$ cat src/rtl/hazard_ctrl_unit.sv
// Hazard control for a 5-stage pipeline: a shadow copy of the EX/MEM/WB
// destination info drives operand forwarding, load-use stalls and branch
// squash sequencing.
//
// state | meaning
// ------+-------------------------------------------------------------
// START | post-reset warm-up, 2 cycles, bubbles injected, IF/ID cleared
// RUN   | normal issue; load-use stall or taken-branch squash as needed
// FLUSH | one bubble cycle after a taken branch, BR_TAKEN ignored
module hazard_ctrl_unit (
    input  logic       clk,
    input  logic       reset,
    input  logic [4:0] id_ra,
    input  logic [4:0] id_rb,
    input  logic       id_uses_ra,
    input  logic       id_uses_rb,
    input  logic [4:0] id_rd,
    input  logic       id_rf_le,
    input  logic       id_l,
    input  logic       br_taken,
    output logic       s,
    output logic       pc_le,
    output logic       npc_le,
    output logic       if_id_le,
    output logic       if_id_clr,
    output logic [1:0] fwd_a,
    output logic [1:0] fwd_b
);

    typedef enum logic [1:0] {START, RUN, FLUSH} state_t;

    typedef struct packed {
        logic [4:0] rd;
        logic       we;
        logic       ld;
    } shadow_t;

    state_t  state_q, state_d;
    logic    start_cnt_q, start_cnt_d;
    shadow_t ex_q, mem_q, wb_q;
    logic    load_use;
    logic    le;

    // GR0 is hardwired, so writes to it never create a dependency.
    function automatic logic hit(input shadow_t e, input logic [4:0] src);
        return e.we && (e.rd == src) && (e.rd != 5'd0);
    endfunction

    // Youngest producer wins: EX, then MEM, then WB.
    function automatic logic [1:0] fwd_sel(input logic [4:0] src, input logic uses);
        logic [1:0] sel;
        sel = 2'b00;
        if (uses) begin
            if (hit(ex_q, src))       sel = 2'b01;
            else if (hit(mem_q, src)) sel = 2'b10;
            else if (hit(wb_q, src))  sel = 2'b11;
        end
        return sel;
    endfunction

    // Forwarding selects and load-use detection, purely combinational.
    always_comb begin
        fwd_a    = fwd_sel(id_ra, id_uses_ra);
        fwd_b    = fwd_sel(id_rb, id_uses_rb);
        load_use = ex_q.ld && ((id_uses_ra && hit(ex_q, id_ra)) ||
                               (id_uses_rb && hit(ex_q, id_rb)));
    end

    // State register and warm-up down-counter.
    always_ff @(posedge clk or posedge reset) begin
        if (reset) begin
            state_q     <= START;
            start_cnt_q <= 1'b1;
        end else begin
            state_q     <= state_d;
            start_cnt_q <= start_cnt_d;
        end
    end

    // Next-state and control outputs; reset overrides everything while held.
    always_comb begin
        state_d     = state_q;
        start_cnt_d = start_cnt_q;
        s           = 1'b0;
        if_id_clr   = 1'b0;
        le          = 1'b1;
        case (state_q)
            START: begin
                s         = 1'b1;
                if_id_clr = 1'b1;
                if (start_cnt_q == 1'b0) state_d = RUN;
                else                     start_cnt_d = start_cnt_q - 1'b1;
            end
            RUN: begin
                // A taken branch squashes the stalled consumer anyway.
                if (br_taken) begin
                    s         = 1'b1;
                    if_id_clr = 1'b1;
                    state_d   = FLUSH;
                end else if (load_use) begin
                    s  = 1'b1;
                    le = 1'b0;
                end
            end
            FLUSH: begin
                s       = 1'b1;
                state_d = RUN;
            end
            default: state_d = START;
        endcase
        if (reset) begin
            s         = 1'b1;
            if_id_clr = 1'b1;
            le        = 1'b0;
        end
        pc_le    = le;
        npc_le   = le;
        if_id_le = le;
    end

    // Shadow pipeline; a bubble enters EX whenever the bubble mux is selected.
    always_ff @(posedge clk or posedge reset) begin
        if (reset) begin
            ex_q  <= '0;
            mem_q <= '0;
            wb_q  <= '0;
        end else begin
            ex_q  <= '{rd: id_rd, we: id_rf_le & ~s, ld: id_l & ~s};
            mem_q <= ex_q;
            wb_q  <= mem_q;
        end
    end

endmodule

$ cat config.mk
export PLATFORM = sky130hd
export DESIGN_NAME = hazard_ctrl_unit
export DESIGN_NICKNAME = d
export VERILOG_FILES = /design/src/rtl/hazard_ctrl_unit.sv
export SDC_FILE = /design/constraint.sdc
export NUM_CORES = 1
export LEC_CHECK = 0
export ABC_AREA = 0
export BUFFER_PORTS_ARGS = -buffer_cell sky130_fd_sc_hd__buf_2
export CORE_ASPECT_RATIO = 1.75
export CORE_MARGIN = 5
export CORE_UTILIZATION = 35
export DETAILED_ROUTE_END_ITERATION = 6
export PLACE_DENSITY = 0.57
export SLEW_MARGIN = 20
export SYNTH_ARGS = -nofsm -noshare
export SYNTH_HDL_FRONTEND = slang
export SYNTH_SLANG_ARGS = --single-unit
$ cat constraint.sdc
create_clock -name clk -period 1.8 [get_ports clk]
set_input_delay 0.18 -clock clk [delete_from_list [all_inputs] [get_ports clk]]
set_output_delay 0.18 -clock clk [all_outputs]
set_load 0.1 [all_outputs]
Yosys cells after proc, flatten, opt, wreduce, memory -nomap -nowiden
Index checks and enable logic that the tools add are counted.
{"block": "totals", "output_inout_bits": 9, "mem_count": 0, "ramBits": 0, "ff_bits": 22, "mem_bits_ro": 0, "latch_bits": 0, "in_bits": 22}
{"block": "classes", "n_addsub": 1, "mux": 23, "mul": 0, "bitwise": 3, "reduce_logical": 22, "magnitude_cmp": 0, "n_div": 0, "shifts": 0, "n_eq_ne": 10}
{"operator": "5-bit equality test", "n": 6}
{"operator": "2-bit 2-to-1 mux", "n": 10}
{"operator": "1-bit logical AND", "n": 15}
{"operator": "5-bit nonzero test", "n": 3}
{"operator": "1-bit 2-to-1 mux", "n": 10}
{"operator": "2-bit one-hot mux with 3 select lines", "n": 1}
{"operator": "2-bit inequality test (second input constant)", "n": 2}
{"operator": "1-bit one-hot mux with 2 select lines", "n": 2}
{"operator": "1-bit bitwise AND", "n": 2}
{"operator": "2-bit by 1-bit equality test with 1-bit output (second input constant)", "n": 1}
{"operator": "2-bit equality test (second input constant)", "n": 1}
{"operator": "2-bit logical NOT", "n": 1}
{"operator": "2-bit AND reduction", "n": 1}
{"operator": "2-bit OR reduction", "n": 1}
{"operator": "1-bit logical OR", "n": 1}
{"operator": "1-bit NOT", "n": 1}
{"operator": "1-bit subtractor (second input constant)", "n": 1}

Logic depth before layout (Yosys ltp)
Gate-level depths: netlist of the first run.
{"block": "depth", "word_depth": 12, "ltp_mapped": 6}

Worst setup path before layout of the first run
No wires, ideal clock.
{"block": "synth_timing", "path_type": "register to output", "start": "register mem_q[3] (netlist bit)", "end": "output port fwd_b[0]", "arrival_time_ns": 3.430, "path_buffers": 0, "stages_incl_launch_ff": 6, "setup_slack_ns": -1.810, "cell_sequence": "dfrtp_1 > or4_1 > nor2_1 > nor4_1 > nand2b_1 > a21boi_0"}
{"block": "synth_via", "elab_chain_len": 6, "elab_cells_between_ends": 7}
{"element": "from (decl)", "line_no": "40", "source": "shadow_t ex_q, mem_q, wb_q;"}
{"element": "from (signal assigned)", "line_no": "129", "source": "mem_q <= ex_q;"}
{"element": "5-bit equality test", "line_no": "46", "source": "return e.we && (e.rd == src) && (e.rd != 5'd0);"}
{"element": "1-bit logical AND", "line_no": "46"}
{"element": "1-bit logical AND (*)", "line_no": "46"}
{"element": "2-bit 2-to-1 mux (*)", "line_no": "55", "source": "else if (hit(mem_q, src)) sel = 2'b10;"}
{"element": "2-bit 2-to-1 mux (*)", "line_no": "54", "source": "if (hit(ex_q, src)) sel = 2'b01;"}
{"element": "2-bit 2-to-1 mux (*)", "line_no": "53", "source": "if (uses) begin"}
{"element": "to (decl)", "line_no": "27", "source": "output logic [1:0] fwd_b"}
Every way passes the cells marked *; elsewhere a longest branch is shown, timed or not.

Worst setup path after layout of the first run
{"block": "layout_timing", "start": "register ex_q[4] (netlist bit)", "end": "output port npc_le"}
{"block": "layout_via", "elab_chain_len": 10, "elab_cells_between_ends": 15}
{"element": "from (decl)", "line_no": "40"}
{"element": "from (signal assigned)", "line_no": "128", "source": "ex_q <= '{rd: id_rd, we: id_rf_le & ~s, ld: id_l & ~s};"}
{"element": "5-bit equality test", "line_no": "46"}
{"element": "1-bit logical AND (2 in a row)", "line_no": "46"}
{"element": "1-bit logical AND (on tied branches)", "line_no": "65, 66"}
{"element": "1-bit logical OR (*)", "line_no": "65", "source": "load_use = ex_q.ld && ((id_uses_ra && hit(ex_q, id_ra)) ||"}
{"element": "1-bit logical AND (*)", "line_no": "65"}
{"element": "1-bit 2-to-1 mux (*)", "line_no": "100", "source": "end else if (load_use) begin"}
{"element": "1-bit 2-to-1 mux (*)", "line_no": "96", "source": "if (br_taken) begin"}
{"element": "1-bit 2-to-1 mux (*)", "line_no": "87", "source": "case (state_q)"}
{"element": "1-bit 2-to-1 mux (*)", "line_no": "111", "source": "if (reset) begin"}
{"element": "to (decl)", "line_no": "23", "source": "output logic npc_le,"}
Marked as above.

==> flow_summary.toml, run 1 <==
[run_status]
outcome = "complete, but fails checks"
violations = "setup timing"

[pwr]
switching_share = 0.299
ir_worst_vdd_uv = 480
p_switching_mw = 0.346
clkPwrFrac = 0.262
power_density_nw_per_um2 = 652
p_leak_nw = 0.748
internal_power_mw = 0.811
combinationalPowerShare = 0.260
p_seq_frac = 0.478

[finish]
stdcell_area_um2 = 1770
nFillCells = 294
multi_input_area_um2 = 684
final_cell_mix = "22 x buf_2, 21 x dfrtp_1, 20 x buf_4, 18 x xnor2_1, 12 x xor2_1"
seq_area_um2 = 552
syn2layout_area_growth_pct = 59.9
diodes = 0
fin_nets = 174
layout-drive-gt1-share = 0.490
layout_commonest_cell = "buf_2"

[global_route]
gr-usage-met1 = 0.137
overflow = 0
use_met2 = 0.251
gr-usage-met3 = 0.0160
grt_pass1_vias = 1040
grt-busiest-layer = "met2"
grt_usage = 0.133
grt_antenna_before_repair = 0
grt_first_pass_wirelength_um = 4460
grt_start_max_net_pins = 23

[place]
postPlaceCellArea_um2 = 1610
portBuffers = 30
place.gp.congestion = 0.844
dp_hpwl_um = 2170
post-place-ws_ps = -219

[clocking]
cts.path.max_buffers = 2
cts.sinks = 22
numCtsBuffers = 3
cts_tree = "built"
clock-root-buffer = "clkbuf_8"
cts_htree_levels = 1
insertion_delay_ps = 260
cts.clk_slew.worst_paths_ps = 70

[sta]
finalWorstSetupSlack_ps = -472
worst_pin_slew_ps = 485
slew_violations = 0
layout_min_cycle_time_ps = 2270
fin_hold_ws_ps = 22.7
max_freq_mhz = 440
rsz0062_at_grt = "yes"
slew_headroom = 0.679
fin_skew_ps = 0.677
tns_ps = -3490
setup_violations = 9
hold_violations = 0
fin_crit_sh = 1.26

[route]
first_pass_iters = 2
drt_iter0_drc = 9
wl_per_cell_um = 13.6
antenna_left = 0
vias_per_cell = 4.60
num_vias = 893
drc = 0
wl_um = 2650

[yosys]
syn_area_um2 = 1110
syn_area_per_cell_um2 = 11.3
syn_inst = 98
synth.largest_area_cell = "dfrtp_1"
ys_ff_latch = 22
ys_top_cells_by_area = "dfrtp_1 47%, xnor2_1 14%, xor2_1 9.5%"
seq_area_frac_synth = 0.497
yosys_warnings = 0
synth_nets = 120
yosysUniqueCellTypes = 25
synth_top_area_frac = 0.474

[worst_setup_path]
setup.worst_path.end_class = "output port"
cpMostUsedCell = "or4_4"
crit_path_max_fanout = 3
cp_cell_sequence = "or4_4, o21ai_4, or4_4, a2bb2oi_4, o21a_4, buf_12"
setup.worst_path.class = "register to output port"
worst_path_max_delay_cell = "or4_4"
startpoint = "ex_q[4]"
startpoint_type = "register"
cp.required_ps = 1620
critical_path_arrival_ps = 2090
r2r_slack_ps = -10
max_stage_delay_ps = 560
timing.rr.start = "ex_q[4]"

[floorplan]
die_y_um = 84.5
start_util = 0.357
num_rows = 27
die-area_um2 = 4440
dieWidth_um = 52.6
core_um2 = 3110
io_pins = 31

[job]
maxCapViolations = 0

[worst_hold_path]
hold_class = "primary input to register"
min_from = "id_rd[1]"
metrics by stage:
step / total power, mW / instances / util
after detailed placement: 0.837 / 187 / 0.518
after CTS: 1.15 / 193 / 0.548
after global routing: 1.21 / 194 / 0.571
after global placement: 0.832 / 187 / 0.518
after floorplan: 0.730 / 98 / -
final: 1.16 / 194 / 0.571
metal layers:
| layer | up-vias | share of wire |
|---|---|---|
| met2 | 20 | 0.61 |
| li1 | 441 | - |
| met3 | 6 | 0.023 |
| met4 | 0 | 0.020 |
| met5 | - | 0 |
| met1 | 426 | 0.35 |
worst max-delay path, delay by kind of cell, from the launching register on:
kind / cells / cell delay (ps)
flip-flops: 1 / 420
buffers and inverters: 1 / 180
AO/OA/AOI/OAI: 3 / 510
AND/OR/NAND/NOR: 2 / 730
Yosys cell counts:
master	count
dfrtp_1	21
xnor2_1	18
xor2_1	12
nor2b_1	5
nor4_1	5
nand3_1	4
nor2_1	3
o21a_1	3
or4_1	3
and2_1	2
and3_1	2
buf_4	2
inv_1	2
nand2_1	2
nand4_1	2
nor3b_1	2
o21ai_0	2
a21boi_0	1
a21oi_1	1
a2bb2oi_2	1
dfstp_2	1
nand2b_1	1
o211a_1	1
o21ai_2	1
or4_4	1
registers in the layout, indices dropped and copies added (netlist names):
| signal | flops |
|---|---|
| state_q | 2 |
| mem_q | 6 |
| wb_q | 6 |
| start_cnt_q | 1 |
| ex_q | 7 |
power by group through the flow:
stage	logic [mW]	clock network, mW	registers, mW
2_1_floorplan	0.174	0	0.557
3_3_place_gp	0.273	0	0.559
3_5_place_dp	0.276	0	0.561
4_1_cts	0.287	0.315	0.551
5_1_grt	0.321	0.327	0.558
6_report	0.301	0.304	0.553
final timing paths:
kind | to | cells after the start
worst max-delay path | npc_le | 6
worst min-delay path | ex_q[3] | 1
worst max register to register | ex_q[1] | 6
worst min register to register | wb_q[1] | 0
max in group asynchronous | start_cnt_q | 3
min in group asynchronous | ex_q[0] | 3
cells by family (layout without fill, tap and decap cells):
logic type,Yosys count,count (layout),synth area share
buffers and inverters,4,57,0.0203
AO/OA/AOI/OAI,10,10,0.0710
flip-flops,22,22,0.497
AND/OR/NAND/NOR,32,32,0.175
XOR/XNOR,30,30,0.237
cell type report:
cell class              count  share of cell area
clock buffers               4              0.0254
flip-flops and latches     22               0.311
multi-input cells          72               0.386
inverters                   2             0.00423
repair buffers             51               0.243
well taps                  43              0.0303
repair_timing:
| action | CTS | global route |
|---|---|---|
| gates resized for setup | 8 | 9 |
| setup endpoints to repair | 10 | 10 |
| cloned | 0 | 0 |
| setup buffers | 2 | 1 |
| hold buffers | 0 | 0 |
| pin swaps | 6 | 4 |
Note: power is estimated with default switching activity, not from simulation.
==> run 2, diff against run 1 <==
GPL_TIMING_DRIVEN = 0   (was default)
==> run 2 against run 1 <==
The run still ends with setup timing left; final cell count shrank 2.1%; sequential share of layout area is 0.99 points lower; core utilization increased by 2.0 points; flip-flop and latch count unchanged; critical endpoint unchanged; largest cell class unchanged; highest routed layer unchanged.
==> flow_summary.toml, run 2 (synthesis results as in run 1) <==
[pwr]
power_density_nw_per_um2 = 651
p_leak_nw = 0.768
power_mw = 1.20
ir_worst_vdd_uv = 457

[route]
num_vias = 883
wl_per_cell_um = 13.8
vias_per_cell = 4.65
wl_um = 2620
antenna_left = 0
first_pass_iters = 2
drt_iter0_drc = 27
drc = 0

[job]
maxCapViolations = 0

[worst_setup_path]
setup.worst_path.class = "register to output port"
setup.worst_path.end_class = "output port"
startpoint_type = "register"
timing.rr.start = "ex_q[2]"
crit_path_max_fanout = 3
cp_cell_sequence = "or4_4, o21ai_4, or4_4, a2bb2oi_4, o21a_4, buf_12, buf_12"
critical_path_arrival_ps = 2170
worst_path_max_delay_cell = "or4_4"
max_stage_delay_ps = 550
cp.required_ps = 1620
startpoint = "ex_q[5]"

[floorplan]
io_pins = 31
num_rows = 27
core_um2 = 3110
start_util = 0.357
die-area_um2 = 4440
dieWidth_um = 52.6
die_y_um = 84.5

[clocking]
cts.sinks = 22
numCtsBuffers = 3
cts.clk_slew.worst_paths_ps = 80
postCtsHoldBufs = 0
insertion_delay_ps = 250
clock-root-buffer = "clkbuf_8"
cts.path.max_buffers = 2
cts_htree_levels = 1
cts_tree = "built"

[finish]
top_register = "ex_q"
layout-drive-gt1-share = 0.544
largest_reg_flops = 7
nFillCells = 263
largest_registers = "ex_q: 7 flops, mem_q: 6 flops, wb_q: 6 flops"
layout.cells.non_filler = 190
final_cell_mix = "22 x buf_2, 20 x dfrtp_1, 14 x xnor2_1, 12 x xor2_1, 11 x buf_4"
layout_commonest_cell = "buf_2"
diodes = 0
syn2layout_area_growth_pct = 65.5
fin_nets = 170

[sta]
slew_headroom = 0.399
finalWorstSetupSlack_ps = -547
rsz0062_at_grt = "yes"
hold_violations = 0
layout_min_cycle_time_ps = 2350
fin_hold_ws_ps = 24.5
setup_violations = 10
fin_skew_ps = 4.52
fin_crit_sh = 1.30
max_freq_mhz = 426
slew_violations = 0
worst_pin_slew_ps = 900

[global_route]
grt_first_pass_wirelength_um = 4310
grt_start_max_net_pins = 25
grt_usage = 0.129
grt_antenna_before_repair = 0
grt_pass1_vias = 984
overflow = 0

[run_status]
violations = "setup timing"
outcome = "complete, but fails checks"

[worst_hold_path]
hold_class = "primary input to register"
min_from = "id_rd[3]"

[place]
place_inst = 171
post-place-ws_ps = -586
place.gp.congestion = 0.832
portBuffers = 30
dp_hpwl_um = 2010
run 2: per-stage QoR:
| step | setup TNS (ps) | cell area, um2 | utilization |
|---|---|---|---|
| after CTS | -4220 | 1730 | 0.558 |
| after detailed placement | -3330 | 1390 | 0.448 |
| after floorplan | -2010 | 1190 | - |
| after global placement | -3140 | 1390 | 0.448 |
| after global routing | -5340 | 1840 | 0.591 |
| final | -4480 | 1840 | 0.591 |
run 2: final timing paths:
check	cells past startpoint	slack, ps	endpoint
worst max-delay path	7	-550	npc_le
worst min-delay path	1	20	ex_q[5]
worst max register to register	10	-320	ex_q[1]
worst min register to register	0	410	wb_q[1]
max in group asynchronous	2	1070	ex_q[3]
min in group asynchronous	2	120	mem_q[5]
run 2: layer usage:
| layer | vias up | part of all wire | track usage |
|---|---|---|---|
| li1 | 430 | - | - |
| met2 | 18 | 0.62 | 0.244 |
| met3 | 4 | 0.034 | 0.0213 |
| met5 | - | 0 | 0 |
| met4 | 0 | 0.012 | 0.0512 |
| met1 | 431 | 0.33 | 0.133 |
run 2: power breakdown:
group          leakage (nW)  switching [mW]  internal, mW
sequential            0.262          0.0352         0.523
clock                0.0288           0.145         0.194
combinational         0.477           0.168         0.131
total                 0.768           0.348         0.848
run 2: critical path: cells and delay by family (launching register included):
kind	cells	cell delay (ps)
buf+inv	2	270
compound gates	3	500
simple gates	2	720
flops	1	410
run 2: repair_timing:
action / 4_1_cts / 5_1_grt
endpoints found under the setup margin: 10 / 10
resized for setup: 47 / 14
pin swaps: 11 / 12
setup buffers: 12 / 4
run 2: area by class of cell:
cell class	count	area, um2	area share
clock buffers	4	55.1	0.0300
repair buffers	45	389	0.212
plain buffers	2	40.0	0.0218
well taps	43	53.8	0.0293
inverters	2	7.51	0.00409
flip-flops and latches	22	553	0.301
multi-input cells	72	738	0.402
